## config.mk

```make
export PLATFORM = sky130hd
export DESIGN_NAME = hier_fanin_collector
export DESIGN_NICKNAME = d
export VERILOG_FILES = /design/src/rtl/hier_pkg.sv /design/src/rtl/hier_rr_arbiter.sv /design/src/rtl/hier_fanin_collector.sv
export SDC_FILE = /design/constraint.sdc
export NUM_CORES = 1
export LEC_CHECK = 0
export ABC_AREA = 1
export BUFFER_PORTS_ARGS = -buffer_cell sky130_fd_sc_hd__buf_2
export CAP_MARGIN = 20
export CORE_MARGIN = 5
export CORE_UTILIZATION = 35
export CTS_CLUSTER_DIAMETER = 40
export DETAILED_ROUTE_END_ITERATION = 12
export PLACE_DENSITY = 0.68
export SETUP_SLACK_MARGIN = 0.05
export SLEW_MARGIN = 20
export SYNTH_ARGS = -nofsm -noshare
export SYNTH_HDL_FRONTEND = slang
export SYNTH_HIERARCHICAL = 1
export SYNTH_SLANG_ARGS = --single-unit
```

## constraint.sdc

```tcl
create_clock -name clk -period 5.3 [get_ports clk]
set_clock_uncertainty 0.15 [all_clocks]
set_input_delay 1.06 -clock clk [delete_from_list [all_inputs] [get_ports clk]]
set_output_delay 1.06 -clock clk [all_outputs]
set_load 0.03 [all_outputs]
```

## src/rtl/hier_pkg.sv

```systemverilog
// rtl/hier_pkg.sv - shared constants, index-width helper and child index type for the fan-in hierarchy
package hier_pkg;

  localparam int NUM_CHILD_DEF = 5;

  function automatic int idx_w(input int n);
    return (n > 1) ? $clog2(n) : 1;
  endfunction

  localparam int IDX_W = idx_w(NUM_CHILD_DEF);

  typedef logic [IDX_W-1:0] child_idx_t;

endpackage

```

## src/rtl/hier_rr_arbiter.sv

```systemverilog
// rtl/hier_rr_arbiter.sv - combinational round-robin arbiter; search starts just after ptr
module hier_rr_arbiter
  import hier_pkg::*;
#(
  parameter  int N  = NUM_CHILD_DEF,
  localparam int IW = idx_w(N)
) (
  input  logic [N-1:0]  req,
  input  logic [IW-1:0] ptr,
  output logic [N-1:0]  gnt,
  output logic [IW-1:0] gnt_idx,
  output logic          found
);

  always_comb begin
    int c;
    c       = 0;
    gnt     = '0;
    gnt_idx = '0;
    found   = 1'b0;
    for (int k = 1; k <= N; k++) begin
      c = (int'(ptr) + k) % N;
      if (!found && req[c]) begin
        found   = 1'b1;
        gnt[c]  = 1'b1;
        gnt_idx = IW'(c);
      end
    end
  end

endmodule

```

## src/rtl/hier_fanin_collector.sv

```systemverilog
// rtl/hier_fanin_collector.sv - merges NUM_CHILD child streams into one registered, source-tagged upstream stream
module hier_fanin_collector
  import hier_pkg::*;
#(
  parameter  int NUM_CHILD = NUM_CHILD_DEF,
  parameter  int DATA_W    = 16,
  parameter  int CNT_W     = 16,
  localparam int SRC_W     = idx_w(NUM_CHILD)
) (
  input  logic                        clk,
  input  logic                        rst_n,
  input  logic [NUM_CHILD-1:0]        child_valid,
  input  logic [NUM_CHILD*DATA_W-1:0] child_data,
  output logic [NUM_CHILD-1:0]        child_ready,
  output logic                        up_valid,
  output logic [DATA_W-1:0]           up_data,
  output logic [SRC_W-1:0]            up_src,
  input  logic                        up_ready,
  output logic [CNT_W-1:0]            beat_cnt
);

  logic                 up_valid_q, up_valid_d;
  logic [DATA_W-1:0]    up_data_q, up_data_d;
  logic [SRC_W-1:0]     up_src_q, up_src_d;
  logic [SRC_W-1:0]     ptr_q, ptr_d;
  logic [CNT_W-1:0]     beat_cnt_q, beat_cnt_d;
  logic [NUM_CHILD-1:0] gnt;
  logic [SRC_W-1:0]     gnt_idx;
  logic                 found, load_ok, child_hs, up_hs;

  hier_rr_arbiter #(.N(NUM_CHILD)) u_arb (
    .req     (child_valid),
    .ptr     (ptr_q),
    .gnt     (gnt),
    .gnt_idx (gnt_idx),
    .found   (found)
  );

  always_comb begin
    load_ok    = !up_valid_q || up_ready;
    child_hs   = load_ok && found;
    up_hs      = up_valid_q && up_ready;
    // Ready is masked in reset so no child believes a beat was taken.
    child_ready = (rst_n && child_hs) ? gnt : '0;
    up_valid_d = up_valid_q;
    up_data_d  = up_data_q;
    up_src_d   = up_src_q;
    ptr_d      = ptr_q;
    beat_cnt_d = beat_cnt_q;
    if (child_hs) begin
      up_valid_d = 1'b1;
      up_data_d  = child_data[gnt_idx*DATA_W +: DATA_W];
      up_src_d   = gnt_idx;
      ptr_d      = gnt_idx;
    end else if (up_hs) begin
      up_valid_d = 1'b0;
    end
    if (up_hs) beat_cnt_d = beat_cnt_q + CNT_W'(1);
  end

  always_ff @(posedge clk) begin
    if (!rst_n) begin
      up_valid_q <= 1'b0;
      up_data_q  <= '0;
      up_src_q   <= '0;
      ptr_q      <= SRC_W'(NUM_CHILD - 1);
      beat_cnt_q <= '0;
    end else begin
      up_valid_q <= up_valid_d;
      up_data_q  <= up_data_d;
      up_src_q   <= up_src_d;
      ptr_q      <= ptr_d;
      beat_cnt_q <= beat_cnt_d;
    end
  end

  assign up_valid = up_valid_q;
  assign up_data  = up_data_q;
  assign up_src   = up_src_q;
  assign beat_cnt = beat_cnt_q;

endmodule
```

==> metrics.cfg <==
[clock_tree]
clock_latency_ns=0.28
cts_tree=yes
cts_sinks=37
hold_buffers=0
cts_buffer_depth=2
cts.clk_slew.worst_paths_ns=0.06
cts-root-buf=clkbuf_16
cts_buffers=5
htree_levels=2

[sta]
rsz0062_at_grt=yes
period_minus_slack_ns=5.021
finalMaxSlewViolations=0
slew_headroom_pct=55.07
finalHoldViolCount=0
finalSetupViolCount=0
fmaxAchievable_mhz=199.2
tightest_slew_ns=0.6739
fin_crit_sh_pct=94.74

[global_route]
overflow=0
grtUsageTotal_pct=17.68
grt_pass1_vias=5310
grt_pass1_wl_mm=24.27
antenna_found_initial=0
grt_max_degree=37

[detailed_routing]
vias_per_cell=5.029
drtIter0Drc=436
ant_nets=0
route.detailed.wl_per_inst_um=13.51
vias=5808
routed_wl_mm=15.60
drc=0
dr.pass1.iters=5

[critical_path]
endpoint_kind=primary output
cp_max_fo=7
r2r_start=up_src[1]
crit_slowest_cell=dfxtp_4
critPathCapture=child_ready[3]
r2r_end=up_data[10]
rrSetupSlack_ns=0.87
cp-startpoint=up_src[1]
critPathRequiredTime_ns=4.09
cp_slowest_stage_delay_ns=0.36
reg2regPathDepth=28
path_common_cell=nand2_2
crit_type=reg2out
critPathLaunchType=flop
critPathArrivalTime_ns=3.81

[placement]
dpl-instance-area_mm2=0.005612
gp_congestion=0.9367
dp_hpwl_mm=11.76
io_buffers=128

[floorplanning]
coreArea_mm2=0.01330
io_pins=129
rows=42
die_y_um=126.5
die_area_mm2=0.01601
start_util_pct=35.74
die_w_um=126.5

[outcome]
status=finished, final reports clean

[final_layout]
fillers=1376
fin_area_mm2=0.006166
drive_gt1_share_pct=26.15
diodes=0
area_growth_pct=29.75
final_nets=1100

[synth]
synth_area_mm2=0.004752
synth.net_count=966
ys_async_sr_fraction_pct=0
avgSynthCellArea_um2=5.630
synth_cell_types=38
synth_edf_count=0
dominantRegCellSynth=dfxtp_1
synth_cells=844
synth_seq_cells=37
ys_seq_area_share_pct=15.59
yosys_warnings=6

[min_path]
hold_path_class=reg2reg

[run]
maxCapViolCount=0

[sequential cells by signal (all words and copies together) (netlist names)]
name	count
up_src	3
up_data	16
up_valid	1
ptr_q	1
beat_cnt	16
[cells by family after synthesis]
group                      after synthesis  share of synthesized area [%]
AOI/OAI and AO/OA                      119                          13.93
xor gates and xnor gates                 4                         0.7372
adders and majority gates               34                          8.952
buffers and inverters                  145                          12.95
DFF                                     37                          15.59
and+or+nand+nor                        505                          47.84
[per-stage QoR]
| stage | util (%) | hold WS [ns] | setup TNS (ns) | setup WS (ns) | cells |
|---|---|---|---|---|---|
| CTS | 44.02 | 0.3612 | 0 | 0.07258 | 1144 |
| finish | 46.38 | 0.3561 | 0 | 0.2787 | 1155 |
| global placement | 42.21 | 0.3313 | 0 | 0.02559 | 1134 |
| global route | 46.38 | 0.3682 | -0.001648 | -0.001648 | 1155 |
| floorplan | - | 0.4375 | 0 | 0.06025 | 844 |
| detailed placement | 42.21 | 0.3306 | 0 | 0.05641 | 1134 |
[what timing repair did]
action	in CTS	in global routing
setup buffers	2	10
pin swaps	1	17
endpoints found under the hold margin	0	0
setup endpoints to repair	5	5
gates cloned	0	1
resized for setup	16	56
[layer usage]
| layer | up-vias | track usage (%) | part of all wire [%] |
|---|---|---|---|
| li1 | 3006 | - | - |
| met1 | 2598 | 23.85 | 45 |
| met2 | 174 | 29.95 | 48 |
| met3 | 30 | 2.606 | 5.2 |
| met4 | 0 | 3.785 | 2.0 |
| met5 | - | 0 | 0 |
[how the worst min path moves through the flow]
| stage | start | endpoint | cells past startpoint |
|---|---|---|---|
| finish | beat_cnt[15] | beat_cnt[15] | 2 |
| floorplan | up_src[2] | up_src[2] | 2 |
| global route | beat_cnt[15] | beat_cnt[15] | 2 |
| global placement | up_src[2] | up_src[2] | 2 |
| detailed placement | up_src[2] | up_src[2] | 2 |
| CTS | beat_cnt[6] | beat_cnt[6] | 1 |
[synthesized netlist by cell type (7+ instances only)]
master	instances	share of area, %
nand3_1	100	11
nand2_1	254	20
nor2_1	75	5.9
ha_1	34	9.0
nor3_1	11	1.2
nand4_1	23	3.0
o21ai_0	45	4.7
inv_1	110	8.7
dfxtp_1	37	16
nand2_2	19	2.5
a21oi_1	41	4.3
buf_2	8	0.84
clkbuf_1	7	0.55
buf_4	10	1.6
a31oi_1	17	2.2
[worst max-delay path, delay by kind of cell (launching register included)]
| kind | cells | cell delay (ns) |
|---|---|---|
| adders and majority gates | 3 | 0.60 |
| xor gates and xnor gates | 1 | 0.22 |
| and+or+nand+nor | 18 | 1.84 |
| DFF | 1 | 0.36 |
| buffers and inverters | 7 | 0.49 |
[cells in the final DEF (no fill, tap or decap), types with 2 or more instances in the layout]
master and n:
nand3_2 5, buf_4 24, nand2_1 246, a21oi_2 2, inv_4 3, ha_4 4
inv_1 102, nor2_1 64, xor2_1 2, nor2_4 11, o21ai_2 3, nand2_2 26
clkbuf_16 6, nor3b_1 2, buf_6 5, o21ai_0 44, nand3_4 2, nor3_1 10
nand4_1 23, a31oi_1 17, inv_2 11, buf_2 123, o22ai_1 2, nand2_4 3
dfxtp_1 35, buf_12 2, ha_1 29, nor2_2 8, o211ai_1 3, dfxtp_4 2
o21bai_1 3, a21oi_1 39, nand3_1 98
[cell type report]
| cell class | count | area [um2] | area share (%) |
|---|---|---|---|
| Tap cell | 176 | 220.2 | 3.571 |
| Clock buffer | 6 | 138.9 | 2.252 |
| Multi-Input combinational cell | 662 | 3646 | 59.13 |
| Clock inverter | 2 | 37.54 | 0.6088 |
| Timing Repair Buffer | 156 | 932.1 | 15.12 |
| Sequential cell | 37 | 748.2 | 12.13 |
| Inverter | 116 | 442.9 | 7.183 |
Power is not shown: default switching activity piles up to over one toggle a cycle in this logic, so the estimate is an artifact.
